===== src/rtl/asm_char_stream_if.sv =====
// Byte-in / strobe-out bundle between the UART receiver, the normaliser and the assembler.
// master drives received bytes and downstream ready; slave is the normaliser.
interface asm_char_stream_if;
    logic        rx_valid;
    logic [7:0]  rx_data;
    logic        out_ready;
    logic        new_character;
    logic        new_line;
    logic [7:0]  incoming_character;
    logic [15:0] line_number;
    logic        file_done;
    logic        overflow_flag;

    modport master (
        output rx_valid, rx_data, out_ready,
        input  new_character, new_line, incoming_character, line_number, file_done, overflow_flag
    );

    modport slave (
        input  rx_valid, rx_data, out_ready,
        output new_character, new_line, incoming_character, line_number, file_done, overflow_flag
    );
endinterface


===== src/rtl/asm_char_stream.sv =====
// Normalises raw UART bytes into a lowercase token stream (comments, blank lines and
// redundant whitespace removed), buffers it, and replays it as paced character/line strobes.
module asm_char_stream #(
    parameter int         FIFO_DEPTH   = 16,
    parameter logic [7:0] COMMENT_CHAR = 8'h23,
    parameter logic [7:0] EOF_CHAR     = 8'h04
) (
    input logic         clk_in,
    input logic         rst_in,
    asm_char_stream_if.slave bus
);
    localparam int AW = $clog2(FIFO_DEPTH);
    localparam int EW = 27;
    localparam logic [1:0] KIND_CHR = 2'd0;
    localparam logic [1:0] KIND_EOL = 2'd1;
    localparam logic [1:0] KIND_EOF = 2'd2;

    typedef enum logic [2:0] {LINE_START, IN_TOKEN, IN_COMMENT, EOF_WRITE, DONE} in_state_t;

    in_state_t   state_reg, state_next;
    logic        pending_sp_reg, pending_sp_next;
    logic        line_has_text_reg, line_has_text_next;
    logic [15:0] src_line_reg;
    logic        line_inc;

    logic        is_ws, is_lf, is_comment, is_eof, is_print, line_text;
    logic [7:0]  rx_char;

    logic        wr_en, wr_sp, wr_accept;
    logic [1:0]  wr_kind;
    logic [7:0]  wr_char;

    logic [EW-1:0] mem [FIFO_DEPTH];
    logic [AW:0]   wr_ptr_reg, rd_ptr_reg;
    logic          fifo_empty, fifo_full, pop;
    logic [EW-1:0] head;
    logic [1:0]    head_kind;
    logic          head_sp;
    logic [7:0]    head_char;
    logic [15:0]   head_line;

    logic        new_character_reg, new_character_next;
    logic        new_line_reg, new_line_next;
    logic [7:0]  incoming_character_reg, incoming_character_next;
    logic [15:0] line_number_reg, line_number_next;
    logic        file_done_reg, file_done_next;
    logic        overflow_reg;
    logic        sp_sent_reg, sp_sent_next;

    always_comb begin
        is_ws      = (bus.rx_data == 8'h20) || (bus.rx_data == 8'h09);
        is_lf      = (bus.rx_data == 8'h0A);
        is_comment = (bus.rx_data == COMMENT_CHAR);
        is_eof     = (bus.rx_data == EOF_CHAR);
        is_print   = (bus.rx_data >= 8'h21) && (bus.rx_data <= 8'h7E) && !is_comment;
        rx_char    = ((bus.rx_data >= 8'h41) && (bus.rx_data <= 8'h5A)) ? bus.rx_data + 8'h20
                                                                         : bus.rx_data;
        // A comment that followed a token still owes that line its EOL.
        line_text  = (state_reg == IN_TOKEN) || ((state_reg == IN_COMMENT) && line_has_text_reg);
    end

    always_ff @(posedge clk_in) begin
        if (rst_in) begin
            state_reg         <= LINE_START;
            pending_sp_reg    <= 1'b0;
            line_has_text_reg <= 1'b0;
            src_line_reg      <= 16'd1;
        end else begin
            state_reg         <= state_next;
            pending_sp_reg    <= pending_sp_next;
            line_has_text_reg <= line_has_text_next;
            if (line_inc)
                src_line_reg <= src_line_reg + 16'd1;
        end
    end

    always_comb begin
        state_next = state_reg;
        if (state_reg == EOF_WRITE) begin
            state_next = DONE;
        end else if (bus.rx_valid && (state_reg != DONE)) begin
            if (is_eof)
                state_next = line_text ? EOF_WRITE : DONE;
            else if (is_lf)
                state_next = LINE_START;
            else if (is_comment && (state_reg != IN_COMMENT))
                state_next = IN_COMMENT;
            else if (is_print && (state_reg == LINE_START))
                state_next = IN_TOKEN;
        end
    end

    always_comb begin
        wr_en              = 1'b0;
        wr_kind            = KIND_CHR;
        wr_sp              = 1'b0;
        wr_char            = rx_char;
        line_inc           = 1'b0;
        pending_sp_next    = pending_sp_reg;
        line_has_text_next = line_has_text_reg;
        if (state_reg == EOF_WRITE) begin
            wr_en   = 1'b1;
            wr_kind = KIND_EOF;
        end else if (bus.rx_valid && (state_reg != DONE)) begin
            if (is_eof) begin
                wr_en   = 1'b1;
                wr_kind = line_text ? KIND_EOL : KIND_EOF;
            end else if (is_lf) begin
                wr_en              = line_text;
                wr_kind            = KIND_EOL;
                line_inc           = 1'b1;
                pending_sp_next    = 1'b0;
                line_has_text_next = 1'b0;
            end else if (state_reg != IN_COMMENT) begin
                if (is_comment) begin
                    line_has_text_next = (state_reg == IN_TOKEN);
                    pending_sp_next    = 1'b0;
                end else if (is_ws) begin
                    if (state_reg == IN_TOKEN)
                        pending_sp_next = 1'b1;
                end else if (is_print) begin
                    wr_en           = 1'b1;
                    wr_sp           = pending_sp_reg && (state_reg == IN_TOKEN);
                    pending_sp_next = 1'b0;
                end
            end
        end
    end

    // Head is read combinationally so a strobe can follow a write by a single cycle.
    always_comb begin
        fifo_empty = (wr_ptr_reg == rd_ptr_reg);
        fifo_full  = (wr_ptr_reg[AW] != rd_ptr_reg[AW]) &&
                     (wr_ptr_reg[AW-1:0] == rd_ptr_reg[AW-1:0]);
        wr_accept  = wr_en && (!fifo_full || pop);
        head       = mem[rd_ptr_reg[AW-1:0]];
        head_kind  = head[26:25];
        head_sp    = head[24];
        head_char  = head[23:16];
        head_line  = head[15:0];
    end

    always_ff @(posedge clk_in) begin
        if (wr_accept)
            mem[wr_ptr_reg[AW-1:0]] <= {wr_kind, wr_sp, wr_char, src_line_reg};
    end

    always_ff @(posedge clk_in) begin
        if (rst_in) begin
            wr_ptr_reg   <= '0;
            rd_ptr_reg   <= '0;
            overflow_reg <= 1'b0;
        end else begin
            if (wr_accept)
                wr_ptr_reg <= wr_ptr_reg + (AW+1)'(1);
            if (pop)
                rd_ptr_reg <= rd_ptr_reg + (AW+1)'(1);
            if (wr_en && !wr_accept)
                overflow_reg <= 1'b1;
        end
    end

    // A spaced token is split in two strobes; the entry stays at the head until the second.
    always_comb begin
        new_character_next      = 1'b0;
        new_line_next           = 1'b0;
        incoming_character_next = incoming_character_reg;
        line_number_next        = line_number_reg;
        file_done_next          = file_done_reg;
        sp_sent_next            = sp_sent_reg;
        pop                     = 1'b0;
        if (bus.out_ready && !fifo_empty) begin
            case (head_kind)
                KIND_CHR: begin
                    new_character_next = 1'b1;
                    line_number_next   = head_line;
                    if (head_sp && !sp_sent_reg) begin
                        incoming_character_next = 8'h20;
                        sp_sent_next            = 1'b1;
                    end else begin
                        incoming_character_next = head_char;
                        sp_sent_next            = 1'b0;
                        pop                     = 1'b1;
                    end
                end
                KIND_EOL: begin
                    new_line_next    = 1'b1;
                    line_number_next = head_line;
                    pop              = 1'b1;
                end
                default: begin
                    file_done_next = 1'b1;
                    pop            = 1'b1;
                end
            endcase
        end
    end

    always_ff @(posedge clk_in) begin
        if (rst_in) begin
            new_character_reg      <= 1'b0;
            new_line_reg           <= 1'b0;
            incoming_character_reg <= 8'h00;
            line_number_reg        <= 16'd1;
            file_done_reg          <= 1'b0;
            sp_sent_reg            <= 1'b0;
        end else begin
            new_character_reg      <= new_character_next;
            new_line_reg           <= new_line_next;
            incoming_character_reg <= incoming_character_next;
            line_number_reg        <= line_number_next;
            file_done_reg          <= file_done_next;
            sp_sent_reg            <= sp_sent_next;
        end
    end

    assign bus.new_character      = new_character_reg;
    assign bus.new_line           = new_line_reg;
    assign bus.incoming_character = incoming_character_reg;
    assign bus.line_number        = line_number_reg;
    assign bus.file_done          = file_done_reg;
    assign bus.overflow_flag      = overflow_reg;
endmodule


===== src/flat_wrapper.sv =====
// flat-port wrapper written by rule: the top's interface ports become plain ports
module asm_char_stream_flat 
#(
    parameter int         FIFO_DEPTH   = 16,
    parameter logic [7:0] COMMENT_CHAR = 8'h23,
    parameter logic [7:0] EOF_CHAR     = 8'h04
)
  (clk_in, rst_in, bus_rx_valid, bus_rx_data, bus_out_ready, bus_new_character, bus_new_line, bus_incoming_character, bus_line_number, bus_file_done, bus_overflow_flag);
  asm_char_stream_if bus_i ();
  input logic clk_in;
  input logic rst_in;
  input wire logic [$bits(bus_i.rx_valid)-1:0] bus_rx_valid;
  input wire logic [$bits(bus_i.rx_data)-1:0] bus_rx_data;
  input wire logic [$bits(bus_i.out_ready)-1:0] bus_out_ready;
  output wire logic [$bits(bus_i.new_character)-1:0] bus_new_character;
  output wire logic [$bits(bus_i.new_line)-1:0] bus_new_line;
  output wire logic [$bits(bus_i.incoming_character)-1:0] bus_incoming_character;
  output wire logic [$bits(bus_i.line_number)-1:0] bus_line_number;
  output wire logic [$bits(bus_i.file_done)-1:0] bus_file_done;
  output wire logic [$bits(bus_i.overflow_flag)-1:0] bus_overflow_flag;
  assign bus_i.rx_valid = bus_rx_valid;
  assign bus_i.rx_data = bus_rx_data;
  assign bus_i.out_ready = bus_out_ready;
  assign bus_new_character = bus_i.new_character;
  assign bus_new_line = bus_i.new_line;
  assign bus_incoming_character = bus_i.incoming_character;
  assign bus_line_number = bus_i.line_number;
  assign bus_file_done = bus_i.file_done;
  assign bus_overflow_flag = bus_i.overflow_flag;
  asm_char_stream #(.FIFO_DEPTH(FIFO_DEPTH), .COMMENT_CHAR(COMMENT_CHAR), .EOF_CHAR(EOF_CHAR)) u_core (.clk_in(clk_in), .rst_in(rst_in), .bus(bus_i));
endmodule

===== config.mk =====
export PLATFORM = sky130hd
export DESIGN_NAME = asm_char_stream_flat
export DESIGN_NICKNAME = d
export VERILOG_FILES = /design/src/rtl/asm_char_stream_if.sv /design/src/rtl/asm_char_stream.sv /design/src/flat_wrapper.sv
export SDC_FILE = /design/constraint.sdc
export NUM_CORES = 1
export LEC_CHECK = 0
export BUFFER_PORTS_ARGS = -buffer_cell sky130_fd_sc_hd__buf_4
export CAP_MARGIN = 10
export CORE_UTILIZATION = 30
export CTS_CLUSTER_DIAMETER = 80
export DETAILED_ROUTE_END_ITERATION = 12
export HOLD_SLACK_MARGIN = 0.05
export PLACE_DENSITY_LB_ADDON = 0.12
export SKIP_LAST_GASP = 1
export SLEW_MARGIN = 15
export SYNTH_ARGS = -nofsm -noshare
export SYNTH_HDL_FRONTEND = slang
export SYNTH_SLANG_ARGS = --single-unit

===== constraint.sdc =====
create_clock -name clk_in -period 10.4 [get_ports clk_in]
set_clock_uncertainty 0.2 [all_clocks]
set_input_delay 2.08 -clock clk_in [delete_from_list [all_inputs] [get_ports clk_in]]
set_output_delay 2.08 -clock clk_in [all_outputs]
set_load 0.005 [all_outputs]

Word-level counts from Yosys, hierarchy flattened
Memories as Yosys holds them, arrays and structs flattened. A register that Yosys moved wholly into a read port is not among the register bits.
Index checks and enable logic that the tools add are counted.
{"block": "word_totals", "reg_bits": 60, "ramBits": 432, "mem_count": 1}
{"name": "u_core.mem", "words": 16, "width": 27, "rd": 1, "rd_clocked_by_memory_dff": 1, "write_ports": 1, "line": "asm_char_stream.sv:33", "rtl": "logic [EW-1:0] mem [FIFO_DEPTH];"}
{"block": "classes", "add_sub_neg": 4, "order_cmp": 4, "n_eq_ne": 15, "n_mux": 53, "n_bitwise": 4, "n_reduce_logical": 39}
{"cell": "1-bit two-way mux", "n": 38}
{"cell": "3-bit two-way mux", "n": 7}
{"cell": "16-bit by 1-bit adder with 16-bit output, second input constant", "n": 1}
{"cell": "8-bit by 4-bit equality test with 1-bit output, second input constant", "n": 2}
{"cell": "8-bit by 6-bit equality test with 1-bit output, second input constant", "n": 2}
{"cell": "8-bit by 7-bit less-or-equal comparator with 1-bit output, second input constant", "n": 2}
{"cell": "8-bit two-way mux", "n": 2}
{"cell": "1-bit logical AND", "n": 13}
{"cell": "5-bit by 1-bit adder with 5-bit output, second input constant", "n": 2}
{"cell": "2-bit AND reduction", "n": 5}
{"cell": "8-bit by 6-bit adder with 8-bit output, second input constant", "n": 1}
{"cell": "8-bit by 3-bit equality test with 1-bit output, second input constant", "n": 1}
{"cell": "8-bit by 6-bit >= comparator with 1-bit output, second input constant", "n": 1}
{"cell": "8-bit by 7-bit >= comparator with 1-bit output, second input constant", "n": 1}
{"cell": "2-bit two-way mux", "n": 4}
{"cell": "4-bit two-way mux", "n": 2}
{"cell": "4-bit nonzero test", "n": 2}
{"cell": "3-bit by 2-bit equality test with 1-bit output, second input constant", "n": 2}
{"cell": "6-bit AND reduction", "n": 1}
{"cell": "2-bit nonzero test", "n": 3}
{"cell": "2-bit OR reduction", "n": 3}
{"cell": "5-bit equality test", "n": 1}
{"cell": "1-bit logical NOT", "n": 5}
{"cell": "5-bit AND reduction", "n": 1}
{"cell": "12 further kinds", "n": 17}

Logic depth before layout (Yosys ltp)
Gate-level depths: netlist (run 1).
{"block": "logic_depth", "depth_word": 14, "mapped_depth": 10}

Worst setup path after synthesis (run 1)
OpenSTA, ideal clock, no wires.
{"block": "synth_path", "path_type": "input port to flip-flop", "from": "input bus_rx_data[1]", "to": "memory u_core.mem[11][0], enable pin", "setup_ps": 407, "arrival_ps": 4941, "setup_slack_ps": 4852, "stages": 9, "path_buffers": 2, "path_cell_list": "buf_2 -> xnor2_1 -> mux2_2 -> a221oi_1 -> o211ai_1 -> a211oi_4 -> buf_6 -> nand2_4 -> nor3_2"}
{"block": "synth_between", "elab_chain_len": 14, "word_cells_on_any_way": 22, "classes_between": "order compare: 2; eq/ne: 5; mux: 10; reduce/logical: 5"}
{"element": "start, declared", "line": "flat_wrapper.sv:13", "rtl": "input wire logic [$bits(bus_i.rx_data)-1:0] bus_rx_data;"}
{"element": "8-bit by 6-bit >= comparator with 1-bit output (tied with other cells)", "line": "asm_char_stream.sv:55", "rtl": "is_print = (bus.rx_data >= 8'h21) && (bus.rx_data <= 8'h7E) && !is_comment;"}
{"element": "1-bit logical AND or 1-bit logical NOT (tied branches)", "line": "asm_char_stream.sv:55"}
{"element": "1-bit logical AND", "line": "asm_char_stream.sv:55"}
{"element": "1-bit two-way mux", "line": "asm_char_stream.sv:121", "rtl": "end else if (is_print) begin"}
{"element": "1-bit two-way mux", "line": "asm_char_stream.sv:118", "rtl": "end else if (is_ws) begin"}
{"element": "1-bit two-way mux", "line": "asm_char_stream.sv:115", "rtl": "if (is_comment) begin"}
{"element": "1-bit two-way mux", "line": "asm_char_stream.sv:114", "rtl": "end else if (state_reg != IN_COMMENT) begin"}
{"element": "1-bit two-way mux", "line": "asm_char_stream.sv:108", "rtl": "end else if (is_lf) begin"}
{"element": "1-bit two-way mux (*)", "line": "asm_char_stream.sv:105", "rtl": "if (is_eof) begin"}
{"element": "1-bit two-way mux (*)", "line": "asm_char_stream.sv:104", "rtl": "end else if (bus.rx_valid && (state_reg != DONE)) begin"}
{"element": "1-bit two-way mux (*)", "line": "asm_char_stream.sv:101", "rtl": "if (state_reg == EOF_WRITE) begin"}
{"element": "1-bit logical AND (*)", "line": "asm_char_stream.sv:135", "rtl": "wr_accept = wr_en && (!fifo_full || pop);"}
{"element": "1-bit two-way mux (*)", "line": "asm_char_stream.sv:144", "rtl": "if (wr_accept)"}
{"element": "1-bit two-way mux (implied by the code) (*)", "line": "asm_char_stream.sv:145", "rtl": "mem[wr_ptr_reg[AW-1:0]] <= {wr_kind, wr_sp, wr_char, src_line_reg};"}
{"element": "end, declared", "line": "asm_char_stream.sv:33"}
Every way passes the cells marked *; elsewhere a longest branch is shown, timed or not.

==> impl_results.md, run 1 <==
* Number of max-cap violations at 0
* Worst Hold Class: reg -> reg
* Asr flop ratio synth at 0
* Num CTS Buffers at 53
* Final GP Congestion at 0.744
* Tcrit/Tclk final at 0.506
* Fmax at between 150 and 200 MHz
* Drc violations at 0
* Initial Utilization at 0.303
* Final nets at approximately 1100
* Final-report hold violation count at 0
* Simple-Gate Fraction of Synth Area at 0.0489
* CTS Hold Bufs at 0
* Worst Setup End Kind: flop
* CP max-delay cell: dfxtp_4
* Post-synthesis compound-gate area fraction at 0.0243
* Most used DFF post-synth: edfxtp_1
* Max reg flops at approximately 430
* Core area at 64300 sq um
* Synthesized flop and latch total at a little under 500
* Die X at 257 um
* CP cell instances: buf_4 > mux4_2 > mux2i_1 > mux2_2 > and2_2 > nand3_1 > or3b_1 > a21oi_1
* Clock Latency Late Sink at 0.59 ns
* Synthesized net count at between 1000 and 1500
* Mapped Area at roughly 20000 sq um
* Post-synth EDFFs at 432
* Register area at 14300 sq um
* Mapped Cells at 989
* Worst Hold Path EP: u_core.bus.incoming_character[2]
* Most common cell after layout, fill and taps aside: edfxtp_1
* Post-layout min period at ~5.3 ns
* Initial drt markers at ~710
* Post-CTS Setup Bufs at 0
* Antenna Nets Post-Route at 0
* Synth Area in XOR/XNOR at 0.0112
* Setup Crit Path Kind: reg -> reg
* Worst-path clk slew at approximately 0.060 ns
* Routed wire per std cell at around 25 um
* Unique masters post-synth at 63
* R2r endpoint: u_core.bus.incoming_character[6]
* CTS tree: built
* Die footprint at between 60000 and 70000 sq um
* Startpoint Class: flop
* Via/cell ratio at between 4 and 5
* Worst reg2reg setup slack at approximately 5.1 ns
* Crit-path max FO at 44
* Crit path DAT at ~5.6 ns
* Die height at ~260 um
* Worst VDD drop at about 110 uV
* Placed Cells at 1846
* Slew at the pin with the worst max-slew slack at between 1 and 1.5 ns
* DRT Wirelength at around 49000 um
* Post-synthesis mux area share at 0.166
* H-tree level count at 2
* Hold Startpoint: u_core.bus.incoming_character[2]
* Share of layout cells above drive strength 1 at 0.270
* Lkg Pwr at 7.43 nW
* Worst path bufs/invs at 1
* Port Buf Inserts at 39
* Final setup vio count at 0
* FP Rows at 93
* DRT Pass-1 Iters at 4
* Setup TNS at 0 ns
* Synth Area in Adders at 0.00449
* Gr usage total at 0.152
* Final cell count without fillers at 1949
* Combinational family with the most area after synthesis: multiplexers
* CP required at 10.71 ns
* Initial antenna violation count at 5
* Hold WS at between 0.2 and 0.3 ns
* Pwr dens at 190 nW/um^2
* Crit-path max cell delay at approximately 0.8 ns
* IO Count at 40
* Post-cts gate resize count at 0
* Total number of vias at between 9000 and 10000
* R2R depth at 8
* CP delay by family, top: simple AND/OR/NAND/NOR gates
* Status: complete, no violations
* First-pass GRT wire length at about 72000 um
* Area of the multi-input gates at 5000 sq um
* Vias in the first global route at approximately 9600
* Clock tree buffer depth at 3
* Post-DP HPWL at between 30000 and 40000 um
* Synth warn at 0
* Final Slew Violations at 0
* Hold path cells at 2
* Clk sinks at 496
* Post-Syn Area per Cell at just under 20 sq um
* Register area share after synthesis at 0.731
* Layout area overhead at 15.7%
* GRT Residual Overflow at 0
* Clock tree root driver cell: clkbuf_16
* Largest net degree at the start of global routing at 78
* Filler instances at about 6000
* Most frequent cells in the layout: edfxtp_1 (432), mux4_2 (129), dfxtp_1 (60)
* Worst slew margin at 0.309
* RSZ-0062 raised after global routing: false
## synth_stat cells, drive strengths merged, types with 4 or more instances
| cell type | n | area (sq um) |
|---|---|---|
| nand2b | 7 | 43.8 |
| mux2 | 5 | 56.3 |
| nor3 | 10 | 60.1 |
| buf | 28 | 153 |
| dfxtp | 64 | 1280 |
| or3b | 9 | 78.8 |
| inv | 10 | 37.5 |
| a21oi | 24 | 120 |
| and4 | 4 | 35.0 |
| nor2b | 10 | 62.6 |
| or3 | 4 | 25.0 |
| nand2 | 25 | 101 |
| and2 | 4 | 25.0 |
| xor2 | 17 | 149 |
| a211oi | 6 | 57.6 |
| edfxtp | 432 | 13000 |
| ha | 7 | 87.6 |
| nand3 | 14 | 70.1 |
| and3 | 17 | 106 |
| clkbuf | 20 | 75.1 |
| nor2 | 56 | 210 |
| mux2i | 22 | 220 |
| xnor2 | 8 | 70.1 |
| o21ai | 11 | 55.1 |
| mux4 | 131 | 2960 |
## per-layer routing
layer	global-route usage	vias up	wire length [um]
met4	0.0432	0	873
met5	0	-	0
li1	-	4164	-
met1	0.230	5058	24300
met3	0.0294	56	2380
met2	0.223	184	21800
## worst min-delay path, stage by stage (launching register included)
cell and delay (ns):
dfxtp_1 0.31, nand2_1 0.05, a21oi_1 0.05
## power by group
part	switching (W)	internal, W	total (W)
clock	0.000774	0.00114	0.00192
sequential	0.0000210	0.00215	0.00218
combinational	0.000110	0.0000945	0.000204
## area by class of cell
| class | count | area share |
|---|---|---|
| repair buffers | 50 | 0.0172 |
| well taps | 855 | 0.0474 |
| clock buffers | 76 | 0.0694 |
| clock inverters | 24 | 0.00982 |
| multi-input cells | 435 | 0.222 |
| inverters | 10 | 0.00166 |
| diodes | 3 | 0.000333 |
| flip-flops and latches | 496 | 0.633 |
## through the flow
step	worst slack [ns]	total power [W]	utilization	cell area, sq um
finish	5.14	0.00430	0.351	22600
global route	4.78	0.00444	0.350	22500
CTS	5.02	0.00436	0.350	22500
detailed placement	4.48	0.00243	0.323	20800
global placement	4.51	0.00243	0.323	20800
floorplan	4.85	0.00235	-	19500
## how the worst max path moves through the flow
stage / start / endpoint / slack [ns] / depth (start not counted)
global placement: bus_rx_data[1] / u_core.mem[2][10] / 4.51 / 7
global route: flop / u_core.bus.incoming_character[6] / 4.78 / 8
finish: flop / u_core.bus.incoming_character[6] / 5.14 / 8
detailed placement: bus_rx_data[1] / u_core.mem[2][2] / 4.48 / 7
CTS: flop / u_core.bus.incoming_character[6] / 5.02 / 8
floorplan: bus_rx_data[1] / u_core.mem[11][0] / 4.85 / 9
## cells by family after synthesis
logic type | after synthesis
flops | 496
compound gates | 67
simple gates | 178
xor+xnor | 25
mux | 158
fa+ha+maj | 7
buf+inv | 58
Note: power is estimated with default switching activity, not from simulation.
==> inputs of run 2 (changes only) <==
==> constraint.sdc (replaced) <==
create_clock -name clk_in -period 5.2 [get_ports clk_in]
set_clock_uncertainty 0.2 [all_clocks]
set_input_delay 1.04 -clock clk_in [delete_from_list [all_inputs] [get_ports clk_in]]
set_output_delay 1.04 -clock clk_in [all_outputs]
set_load 0.005 [all_outputs]
==> run 2 against run 1 <==
Largest cell class unchanged; final area grew 1.5%; utilization up 0.51 points; sequential cell count did not move; total power grew 100%; non-clock buffer count increased by 23; critical path depth unchanged; hold slack got worse by 0.0024 ns; sequential share of layout area decreased by 0.91 points; combinational power up 100%; largest power group unchanged; via count increased by 1.5%; wire length shrank 0.41%; global-route usage decreased by 0.090 points.
==> impl_results.md, run 2 (same netlist as run 1, synthesis figures left out) <==
* Status: complete, no violations (unchanged)
* Die X at 257 um (unchanged)
* Crit-path max cell delay at 0.65 ns (was 0.80 ns)
* Wl on met1 at 23500 um (was 24300 um)
* R2R depth at 7 (was 8)
* GRT Residual Overflow at 0 (unchanged)
* Hold path cells at 2 (unchanged)
* Placed Cells at 1869 (was 1846)
* Worst-path clk slew at 0.06 ns (about the same)
* Lkg Pwr at 7.59 nW (was 7.43 nW)
* Core area at 64300 sq um (unchanged)
* Post-DP HPWL at 29400 um (was 30100 um)
* Die height at 257 um (unchanged)
* Clock tree root driver cell: clkbuf_16 (unchanged)
* CTS tree: built (unchanged)
* Die footprint at 66000 sq um (unchanged)
* Final GP Congestion at 0.744 (about the same)
* Setup Crit Path Kind: in -> reg (was reg -> reg)
* Most common cell after layout, fill and taps aside: edfxtp_1 (unchanged)
* CP cell instances: buf_4 > xnor2_1 > mux2_2 > a221oi_1 > o211ai_1 > a211oi_4 > and3_2 > buf_4 (was buf_4 > mux4_2 > mux2i_1 > mux2_2 > and2_2 > nand3_1 > or3b_1 > a21oi_1)
* Most frequent cells in the layout: edfxtp_1 (432), mux4_2 (129), buf_4 (60), dfxtp_1 (60), nor2_1 (56) (was edfxtp_1 (432), mux4_2 (129), dfxtp_1 (60))
* Port Buf Inserts at 39 (unchanged)
* Via/cell ratio at 4.88 (was 4.85)
* Clk sinks at 496 (unchanged)
* Setup TNS at 0 ns (unchanged)
* CTS Hold Bufs at 0 (unchanged)
* Pwr dens at 378 nW/um^2 (was 190 nW/um^2)
* Final nets at 1089 (was 1065)
* Critical Path Stages at 8 (unchanged)
* Worst slack at placement at 0.479 ns (was 4.48 ns)
* Startpoint Class: input port (was flop)
* CP max-delay cell: a211oi_4 (was dfxtp_4)
* Post-layout min period at approximately 4.1 ns
* IO Count at 40 (unchanged)
* Post-cts gate resize count at 0 (unchanged)
* Layout area overhead at 17.4% (was 15.7%)
* Worst setup margin at 1.07 ns (was 5.14 ns)
* Gr usage total at 0.151 (was 0.152)
* Worst VDD drop at 258 uV (was 109 uV)
* Worst Setup End Kind: flop (unchanged)
* Drc violations at 0 (unchanged)
* Routed wire per std cell at 24.9 um (was 25.3 um)
* DRT Wirelength at 49100 um (was 49300 um)
* Clock tree buffer depth at 3 (unchanged)
* Crit-path max FO at 27 (was 44)
* Slew at the pin with the worst max-slew slack at 0.957 ns (was 1.03 ns)
* N_diodes at 0 (was 3)
* Max reg flops at 432 (unchanged)
* RSZ-0062 raised after global routing: false (unchanged)
* Met3 routed WL at 1740 um (was 2380 um)
* DRT Pass-1 Iters at 5 (was 4)
* Largest net degree at the start of global routing at 69 (was 78)
* Number of max-cap violations at 0 (unchanged)
* Worst Hold Class: reg -> reg (unchanged)
* Final cell count without fillers at 1969 (was 1949)
* Post-CTS Setup Bufs at 0 (unchanged)
* Final setup vio count at 0 (unchanged)
* Crit path DAT at 4.16 ns (was 5.57 ns)
* CP most frequent cell: buf_4
* CP required at 5.23 ns (was 10.71 ns)
* Clock Latency Late Sink at 0.59 ns (about the same)
* Share of layout cells above drive strength 1 at 0.287 (was 0.270)
* DR WL met2 at 22900 um (was 21800 um)
* Initial Utilization at 0.303 (unchanged)
* First-pass GRT wire length at 72400 um (was 71700 um)
* Worst slew margin at 0.359 (was 0.309)
* CP delay by family, top: compound AO/OA/AOI/OAI gates (was simple AND/OR/NAND/NOR gates)
* Highest routed layer: met4 (unchanged)
* Worst path bufs/invs at 2 (was 1)
* H-tree level count at 2 (unchanged)
* Antenna Nets Post-Route at 0 (unchanged)
* Vias in the first global route at 10015 (was 9636)
* Num CTS Buffers at 54 (was 53)
* Initial drt markers at 810 (was 713)
* Tcrit/Tclk final at 0.794
* Final-report hold violation count at 0 (unchanged)
* Total number of vias at 9603 (was 9462)
* Fmax at around 240 MHz
* Initial antenna violation count at 4 (was 5)
* FP Rows at 93 (unchanged)
* Final Slew Violations at 0 (unchanged)
==> run 2: path summary, 6_finish.rpt <==
kind                                                          to  slack, ns                             start
worst max-delay path                            u_core.mem[1][7]       1.07                    bus_rx_data[1]
worst min-delay path            u_core.bus.incoming_character[4]       0.26  u_core.bus.incoming_character[4]
worst min register to register  u_core.bus.incoming_character[4]       0.26  u_core.bus.incoming_character[4]
worst max register to register                  u_core.mem[1][7]       1.25                              flop
==> run 2: power by group <==
part	switching (W)	internal [W]
combinational	0.000218	0.000194
clock	0.00157	0.00232
sequential	0.0000366	0.00431
==> run 2: per-layer routing <==
| layer | vias to the layer above | global-route usage |
|---|---|---|
| li1 | 4198 | - |
| met1 | 5150 | 0.221 |
| met2 | 193 | 0.236 |
| met3 | 62 | 0.0193 |
| met4 | 0 | 0.0433 |
| met5 | - | 0 |
==> run 2: per-stage QoR <==
| step | utilization | instance area [sq um] | hold WS (ns) | power [W] |
|---|---|---|---|---|
| after floorplan | - | 19500 | 0.252 | 0.00471 |
| after global placement | 0.328 | 21100 | 0.249 | 0.00486 |
| after detailed placement | 0.328 | 21100 | 0.251 | 0.00486 |
| after CTS | 0.356 | 22900 | 0.262 | 0.00878 |
| after global routing | 0.356 | 22900 | 0.285 | 0.00894 |
| final | 0.356 | 22900 | 0.259 | 0.00864 |
==> run 2: final cells by class <==
type / count / area [sq um]
clock inverter: 30 / 307
fill: 5976 / 41500
inverter: 10 / 37.5
multi-input combinational: 435 / 5000
sequential: 496 / 14300
timing repair buffer: 73 / 711
clock buffer: 70 / 1490
tap: 855 / 1070
==> run 2: worst reg2reg max path, cell delays in order (launching register included) <==
cell      delay [ns]
dfxtp_4         0.69
mux4_2          0.60
o211a_1         0.24
a22o_1          0.25
o211a_4         0.28
a211oi_4        0.56
and3_2          0.29
buf_4           0.44
